==> src/rtl/smachine_seq.sv <==
// Multi-cycle FETCH/DECODE/EXEC/MEM sequencer for the S-machine datapath.
// Owns the memory handshake and drives register/PC strobes; traps illegal opcodes and memory timeouts.
module smachine_seq #(
  parameter int unsigned MEM_TIMEOUT = 16,
  parameter int unsigned RET_W       = 16
) (
  input  logic             clk,
  input  logic             rst_n,
  input  logic             run,
  input  logic [15:0]      opCode,
  input  logic [2:0]       ZNC,
  input  logic             mem_ack,
  output logic             mem_req,
  output logic             mem_we,
  output logic             ir_we,
  output logic             pc_inc,
  output logic             pc_load,
  output logic [1:0]       src_sel,
  output logic             a_we,
  output logic             b_we,
  output logic             znc_we,
  output logic             halted,
  output logic             fault,
  output logic [RET_W-1:0] retired
);

  localparam int unsigned TO_W = $clog2(MEM_TIMEOUT + 1);

  localparam logic [1:0] SRC_ALU  = 2'd0;
  localparam logic [1:0] SRC_CMP  = 2'd1;
  localparam logic [1:0] SRC_LOAD = 2'd2;
  localparam logic [1:0] SRC_HOLD = 2'd3;

  typedef enum logic [2:0] {
    S_IDLE, S_FETCH, S_DECODE, S_EXEC, S_MEM, S_HALT, S_FAULT
  } state_e;

  state_e            state_q, state_d;
  logic [TO_W-1:0]   to_q, to_d;
  logic [RET_W-1:0]  ret_q, ret_d;

  logic [3:0] cls;
  logic       dest_b;
  logic       taken;
  logic       to_hit;
  logic       unused_opcode;

  assign cls           = opCode[15:12];
  assign dest_b        = opCode[11];
  assign taken         = |(opCode[11:9] & ZNC);
  assign to_hit        = (to_q == TO_W'(MEM_TIMEOUT - 1));
  assign unused_opcode = ^opCode[8:0];
  assign retired       = ret_q;

  always_ff @(posedge clk or negedge rst_n) begin
    if (!rst_n) begin
      state_q <= S_IDLE;
      to_q    <= '0;
      ret_q   <= '0;
    end else begin
      state_q <= state_d;
      to_q    <= to_d;
      ret_q   <= ret_d;
    end
  end

  // Next state plus strobes; strobes depend on mem_ack so they land in the ack cycle.
  always_comb begin
    state_d = state_q;
    to_d    = to_q;
    ret_d   = ret_q;
    mem_req = 1'b0;
    mem_we  = 1'b0;
    ir_we   = 1'b0;
    pc_inc  = 1'b0;
    pc_load = 1'b0;
    src_sel = SRC_HOLD;
    a_we    = 1'b0;
    b_we    = 1'b0;
    znc_we  = 1'b0;
    halted  = 1'b0;
    fault   = 1'b0;

    case (state_q)
      S_IDLE: begin
        if (run) begin
          state_d = S_FETCH;
          to_d    = '0;
        end
      end

      S_FETCH: begin
        mem_req = 1'b1;
        if (mem_ack) begin
          ir_we   = 1'b1;
          pc_inc  = 1'b1;
          state_d = S_DECODE;
        end else if (to_hit) begin
          state_d = S_FAULT;
        end else begin
          to_d = to_q + TO_W'(1);
        end
      end

      S_DECODE: begin
        case (cls)
          4'hC, 4'hD, 4'hE: state_d = S_FAULT;
          4'hF:             state_d = S_HALT;
          4'h9, 4'hA: begin
            state_d = S_MEM;
            to_d    = '0;
          end
          default:          state_d = S_EXEC;
        endcase
      end

      S_EXEC: begin
        ret_d = ret_q + RET_W'(1);
        case (cls)
          4'h1, 4'h2, 4'h3, 4'h4, 4'h5, 4'h6, 4'h7: begin
            src_sel = SRC_ALU;
            a_we    = ~dest_b;
            b_we    = dest_b;
            znc_we  = 1'b1;
          end
          4'h8: begin
            src_sel = SRC_CMP;
            znc_we  = 1'b1;
          end
          4'hB:    pc_load = taken;
          default: ;
        endcase
        to_d    = '0;
        state_d = run ? S_FETCH : S_IDLE;
      end

      S_MEM: begin
        mem_req = 1'b1;
        mem_we  = (cls == 4'hA);
        if (mem_ack) begin
          ret_d = ret_q + RET_W'(1);
          if (cls == 4'h9) begin
            src_sel = SRC_LOAD;
            a_we    = ~dest_b;
            b_we    = dest_b;
          end
          to_d    = '0;
          state_d = run ? S_FETCH : S_IDLE;
        end else if (to_hit) begin
          state_d = S_FAULT;
        end else begin
          to_d = to_q + TO_W'(1);
        end
      end

      S_HALT:  halted = 1'b1;
      S_FAULT: fault  = 1'b1;
      default: state_d = S_FAULT;
    endcase
  end

endmodule

==> config.mk <==
export PLATFORM = sky130hd
export DESIGN_NAME = smachine_seq
export DESIGN_NICKNAME = d
export VERILOG_FILES = /design/src/rtl/smachine_seq.sv
export SDC_FILE = /design/constraint.sdc
export NUM_CORES = 1
export LEC_CHECK = 0
export CORE_ASPECT_RATIO = 1.75
export CORE_UTILIZATION = 45
export DETAILED_ROUTE_END_ITERATION = 8
export PLACE_DENSITY = 0.8
export SLEW_MARGIN = 30
export SYNTH_ARGS = -nofsm -noshare
export SYNTH_HDL_FRONTEND = slang
export SYNTH_SLANG_ARGS = --single-unit
==> constraint.sdc <==
create_clock -name clk -period 2 [get_ports clk]
set_input_delay 0.2 -clock clk [delete_from_list [all_inputs] [get_ports clk]]
set_output_delay 0.2 -clock clk [all_outputs]
set_load 0.005 [all_outputs]
## Yosys cells after proc, flatten, opt, wreduce, memory -nomap -nowiden

Cells that the tools add are included.

| cells by class | value |
|---|---|
| $add $sub $neg | 2 |
| multipliers | 0 |
| divide/modulo/power cells | 0 |
| $lt $le $gt $ge | 0 |
| equality and inequality tests | 26 |
| shift-type cells | 0 |
| mux-type cells | 37 |
| bitwise logic cells | 3 |
| reductions and logical operators | 13 |

Operator list:

| operator | number |
|---|---|
| $eq A4 B4 Y1 const B | 8 |
| $pmux W16 S2 | 1 |
| $mux W5 | 5 |
| $pmux W5 S5 | 1 |
| $mux W1 | 19 |
| $pmux W3 S6 | 1 |
| $add A16 B1 Y16 const B | 1 |
| $eq A4 B3 Y1 const B | 4 |
| $mux W16 | 1 |
| $mux W3 | 4 |
| $eq A3 B3 Y1 const B | 3 |
| $pmux W3 S3 | 1 |
| $eq A4 B2 Y1 const B | 2 |
| $ne A2 B2 Y1 const B | 4 |
| $pmux W2 S2 | 2 |
| $reduce_or A8 Y1 | 1 |
| $reduce_or A7 Y1 | 1 |
| $eq A3 B2 Y1 const B | 2 |
| $reduce_or A2 Y1 | 3 |
| $reduce_or A3 Y1 | 2 |
| $add A5 B1 Y5 const B | 1 |
| $eq A5 B4 Y1 const B | 1 |
| $reduce_bool A5 Y1 | 1 |
| $eq A4 B1 Y1 const B | 1 |
| 8 further kinds | 11 |

| word-level totals | value |
|---|---|
| register bits | 24 |
| latch bits | 0 |
| RAM bits | 0 |
| memory bits (read-only) | 0 |
| input port bits | 23 |
| memories | 0 |

## Depth between registers and ports, before layout

| depth | value |
|---|---|
| depth in word-level cells | 4 |
| depth in mapped cells | 7 |

## Least setup slack after synthesis

Ideal clock, no wire load.

| path | value |
|---|---|
| path kind | register -> register |
| start point | reg state_q[1] |
| end point | reg ret_q[10] (netlist: retired[10]) |
| arrival | 1.435 ns |
| data required time | 1.876 ns |
| path slack | 0.441 ns |
| cell stages (with the launch flop) | 8 |
| path buffers | 2 |
| clock period less this slack | 1.559 ns |
| path through | dfrtp_1 > buf_6 > and4bb_1 > or2_1 > buf_6 > nor3b_4 > nand3_2 > xnor2_1 |

| between the ends | value |
|---|---|
| longest elaborated chain between the ends | 3 |
| elaborated cells between the ends (all ways) | 6 |
| classes of those cells | 3 x eq/ne; 1 x mux; 2 x reduce/logical |

RTL lines:

| what | RTL line | RTL |
|---|---|---|
| start, declared | 38 | `state_e state_q, state_d;` |
| start signal, assigned | 61 | `state_q <= state_d;` |
| $eq A3 B3 Y1 / $eq A3 B2 Y1 (equally long branches) | 84 | `case (state_q)` |
| $ne A2 B2 Y1 (no line) / $reduce_bool A2 Y1 (equally long branches) | - |  |
| $reduce_and A2 Y1 (no line) | - |  |
| end signal, assigned | 63 | `ret_q <= ret_d;` |
| end, declared | 40 | `logic [RET_W-1:0] ret_q, ret_d;` |

Parallel ways exist; a longest one is shown, timed or not.
A chain may end at the register's enable or synchronous reset.

## Worst setup path after layout

| path | value |
|---|---|
| start point | reg state_q[0] |
| end point | out mem_req |

| between the ends | value |
|---|---|
| longest elaborated chain between the ends | 3 |
| elaborated cells between the ends (all ways) | 4 |
| classes of those cells | 2 x eq/ne; 1 x mux; 1 x reduce/logical |

RTL lines:

| what | RTL line | RTL |
|---|---|---|
| $eq A3 B3 Y1 / $eq A3 B1 Y1 (equally long branches) | 84 |  |
| $reduce_or A2 Y1 (no line) (*) | - |  |
| $mux W1 (*) | 84 |  |
| end, declared | 13 | `output logic mem_req,` |

Mark *: on every way between the ends. The rest lies on a longest branch, timed or not.

==> impl_results.md <==
- Drt wl/cell: 14.4 microns
- Hold buffer count at cts: 0
- Drt first pass iters: 4
- Leading cell type in the layout, fill and taps excluded: clkdlybuf4s50_1
- Vias per inst: 5.44
- # IOs: 51
- Part of the cycle the worst path needs: 97.6%
- Area of the multi-input gates: 812 sq um
- Starting DRT DRC Count: 28
- Filler instances: 238
- Core Util, Final: 71.4%
- Max Clock Freq: 512 MHz
- Syn nets: 176
- Setup WS pre-CTS: -113 ps
- Final net count: 239
- Die area: 0.00346 sq mm
- ANT cells: 0
- Reg-to-reg startpoint: state_q[1]
- Area contributors post-synth: dfrtp_1 41%, xnor2_1 8.5%, nor2_1 3.4%
- Worst Setup Start Kind: register
- Starting Density: 48.4%
- Peak VDD IR: 0.695 mV
- Critical R2R Capture: to_q[1]
- Arrival @ worst endpoint: 1750 ps
- Reg2Reg Setup Slack: 170 ps
- Crit path kind: register to output pin
- First-pass GRT wire length: 5990 microns
- Leakage: 0.00100 uW
- Ys flop type: dfrtp_1
- Clock sink count: 24
- Top cell type by total area after synthesis: dfrtp_1
- Pwr Density: 1040 mW/mm^2
- Worst-Skew Late Latency: 260 ps
- Final ANT Viol Nets: 0
- EDFF count, synth: 0
- GRT Total Usage: 22.7%
- Area grow syn2layout: 47.5%
- Reg area: 601 sq um
- Count of cell types in the netlist: 45
- Worst endpoint required time: 1800 ps
- CTS tree: yes
- # setup viols final: 0
- Max Clock Skew: 7.71 ps
- Pin count of the biggest net entering global routing: 25
- CP Max Fanout: 10
- Worst-Margin Slew: 483 ps
- Register bit count reported by yosys: 24
- Status: finished clean
- Initial antenna violation count: 0
- Htree depth: 1
- Synth top area share: 41.5%
- Fin crit period: 1950 ps
- Placed Area: 0.00201 sq mm
- Most frequent cells in the layout: 33 x clkdlybuf4s50_1, 25 x buf_4, 24 x dfrtp_1
- Synthesis Warnings: 0
- Mean Syn Cell Area: 9.59 sq um
- Root Buffer: clkbuf_8
- Unrepaired setup endpoints after global routing: yes
- CTS Buffer Depth: 2
- Maxcap violations: 0
- FFs w/ async S/R, synth: 100%
- Core area: 0.00299 sq mm
- Max-slew violations: 0
- Final setup margin: 48.1 ps
- Total grt overflow: 0
- Cts bufs inserted: 3
- DRC errors left: 0
- Chip Height: 77.0 microns
- Final wirelength: 3670 microns
- Ratio of cells with drive above 1 in the final layout: 20.2%
- # rows: 26
- Seq/Total Area, Yosys: 41.5%
- Final Hold Viols: 0
- Vias in the first global route: 1,401
- Cell area after layout: 0.00214 sq mm
- CTS clk-pin slew, worst paths: 90 ps
- Routed vias: 1,387
- Worst reg2reg path depth: 6
- Dpl hpwl: 2860 microns
- Max_slew headroom: 67.5%
- Hold Path Class: input port to asynchronous set/reset pin
- Gate Count Post-Synth: 151
- Mapped Area: 0.00145 sq mm
- Critical Path End Type: output pin
- Die X: 44.9 microns
- Buffers on Ports: 41
- Final Wtd Congestion: 0.912
sequential cells by signal, summed over array words and instances, names as in the netlist:
name / count
retired: 16
to_q: 5
state_q: 3
routing by layer:
metal	share of wire, %	up-vias	global-route usage, %	routed length (microns)
met3	3.1	11	1.41	113
met5	0	-	0	0
met1	38	659	24.7	1380
met2	57	53	42.5	2100
li1	-	664	-	-
met4	2.1	0	9.09	77
synth_stat cells (2+ instances only):
cell       n
dfrtp_1   24
xnor2_1   14
nor2_1    13
nand2_1    9
o21ai_0    9
nand3_1    7
a21oi_1    6
and3_1     5
nand2b_1   5
nand4_1    5
xor2_1     5
buf_2      4
inv_1      3
nor2b_1    3
nor4_1     3
a211oi_1   2
a21o_1     2
and4_1     2
buf_6      2
ha_1       2
mux2i_1    2
power by group:
part	leakage, uW	total [uW]	switching, uW	internal [uW]
clock	0.0000288	323	147	175
sequential	0.000318	710	118	592
combinational	0.000656	1180	552	631
worst max-delay path by stage:
stage / slack [ps] / depth (start not counted) / start / to
after floorplan: 440 / 7 / state_q[1] / retired[10]
after global placement: -30 / 7 / opCode[15] / b_we
after detailed placement: -110 / 7 / opCode[15] / b_we
after CTS: 0.5 / 5 / state_q[0] / pc_load
after global routing: -60 / 6 / to_q[0] / state_q[0]
final: 50 / 4 / state_q[0] / mem_req
logic make-up (layout without fill, tap and decap cells):
family	after synthesis	in the layout	synth area share, %
simple gates	63	63	25.2
fa+ha+maj	2	2	1.73
buf+inv	11	73	4.49
flops	24	24	41.5
mux	3	3	2.16
compound gates	29	29	13.4
xor+xnor	19	19	11.5
cell type report:
class                           instances  share of cell area (%)
Clock buffer                            4                    2.58
Inverter                                3                   0.644
Multi-Input combinational cell        116                    38.0
Sequential cell                        24                    28.1
Tap cell                               42                    2.46
Timing Repair Buffer                   66                    28.2
metrics by stage:
stage	instances	TNS [ps]	hold slack, ps	total power (uW)
CTS	253	0	302	2150
global route	255	-101	318	2370
floorplan	151	0	-95.6	1340
global placement	246	-52.2	461	1730
detailed placement	246	-266	472	1800
finish	255	0	288	2220
repair_timing:
| item | 4_1_cts | 5_1_grt |
|---|---|---|
| pin swaps | 1 | 2 |
| buffers inserted | 3 | 2 |
| endpoints found under the setup margin | 7 | 7 |
| gates resized for setup | 8 | 14 |
worst max-delay path, stage by stage, from the launching register on:
cell and delay (ps):
dfrtp_1 400, buf_4 180, nand2b_2 250, a21oi_2 150, clkdlybuf4s50_1 510
No activity file was read; power rests on OpenSTA's default activity.
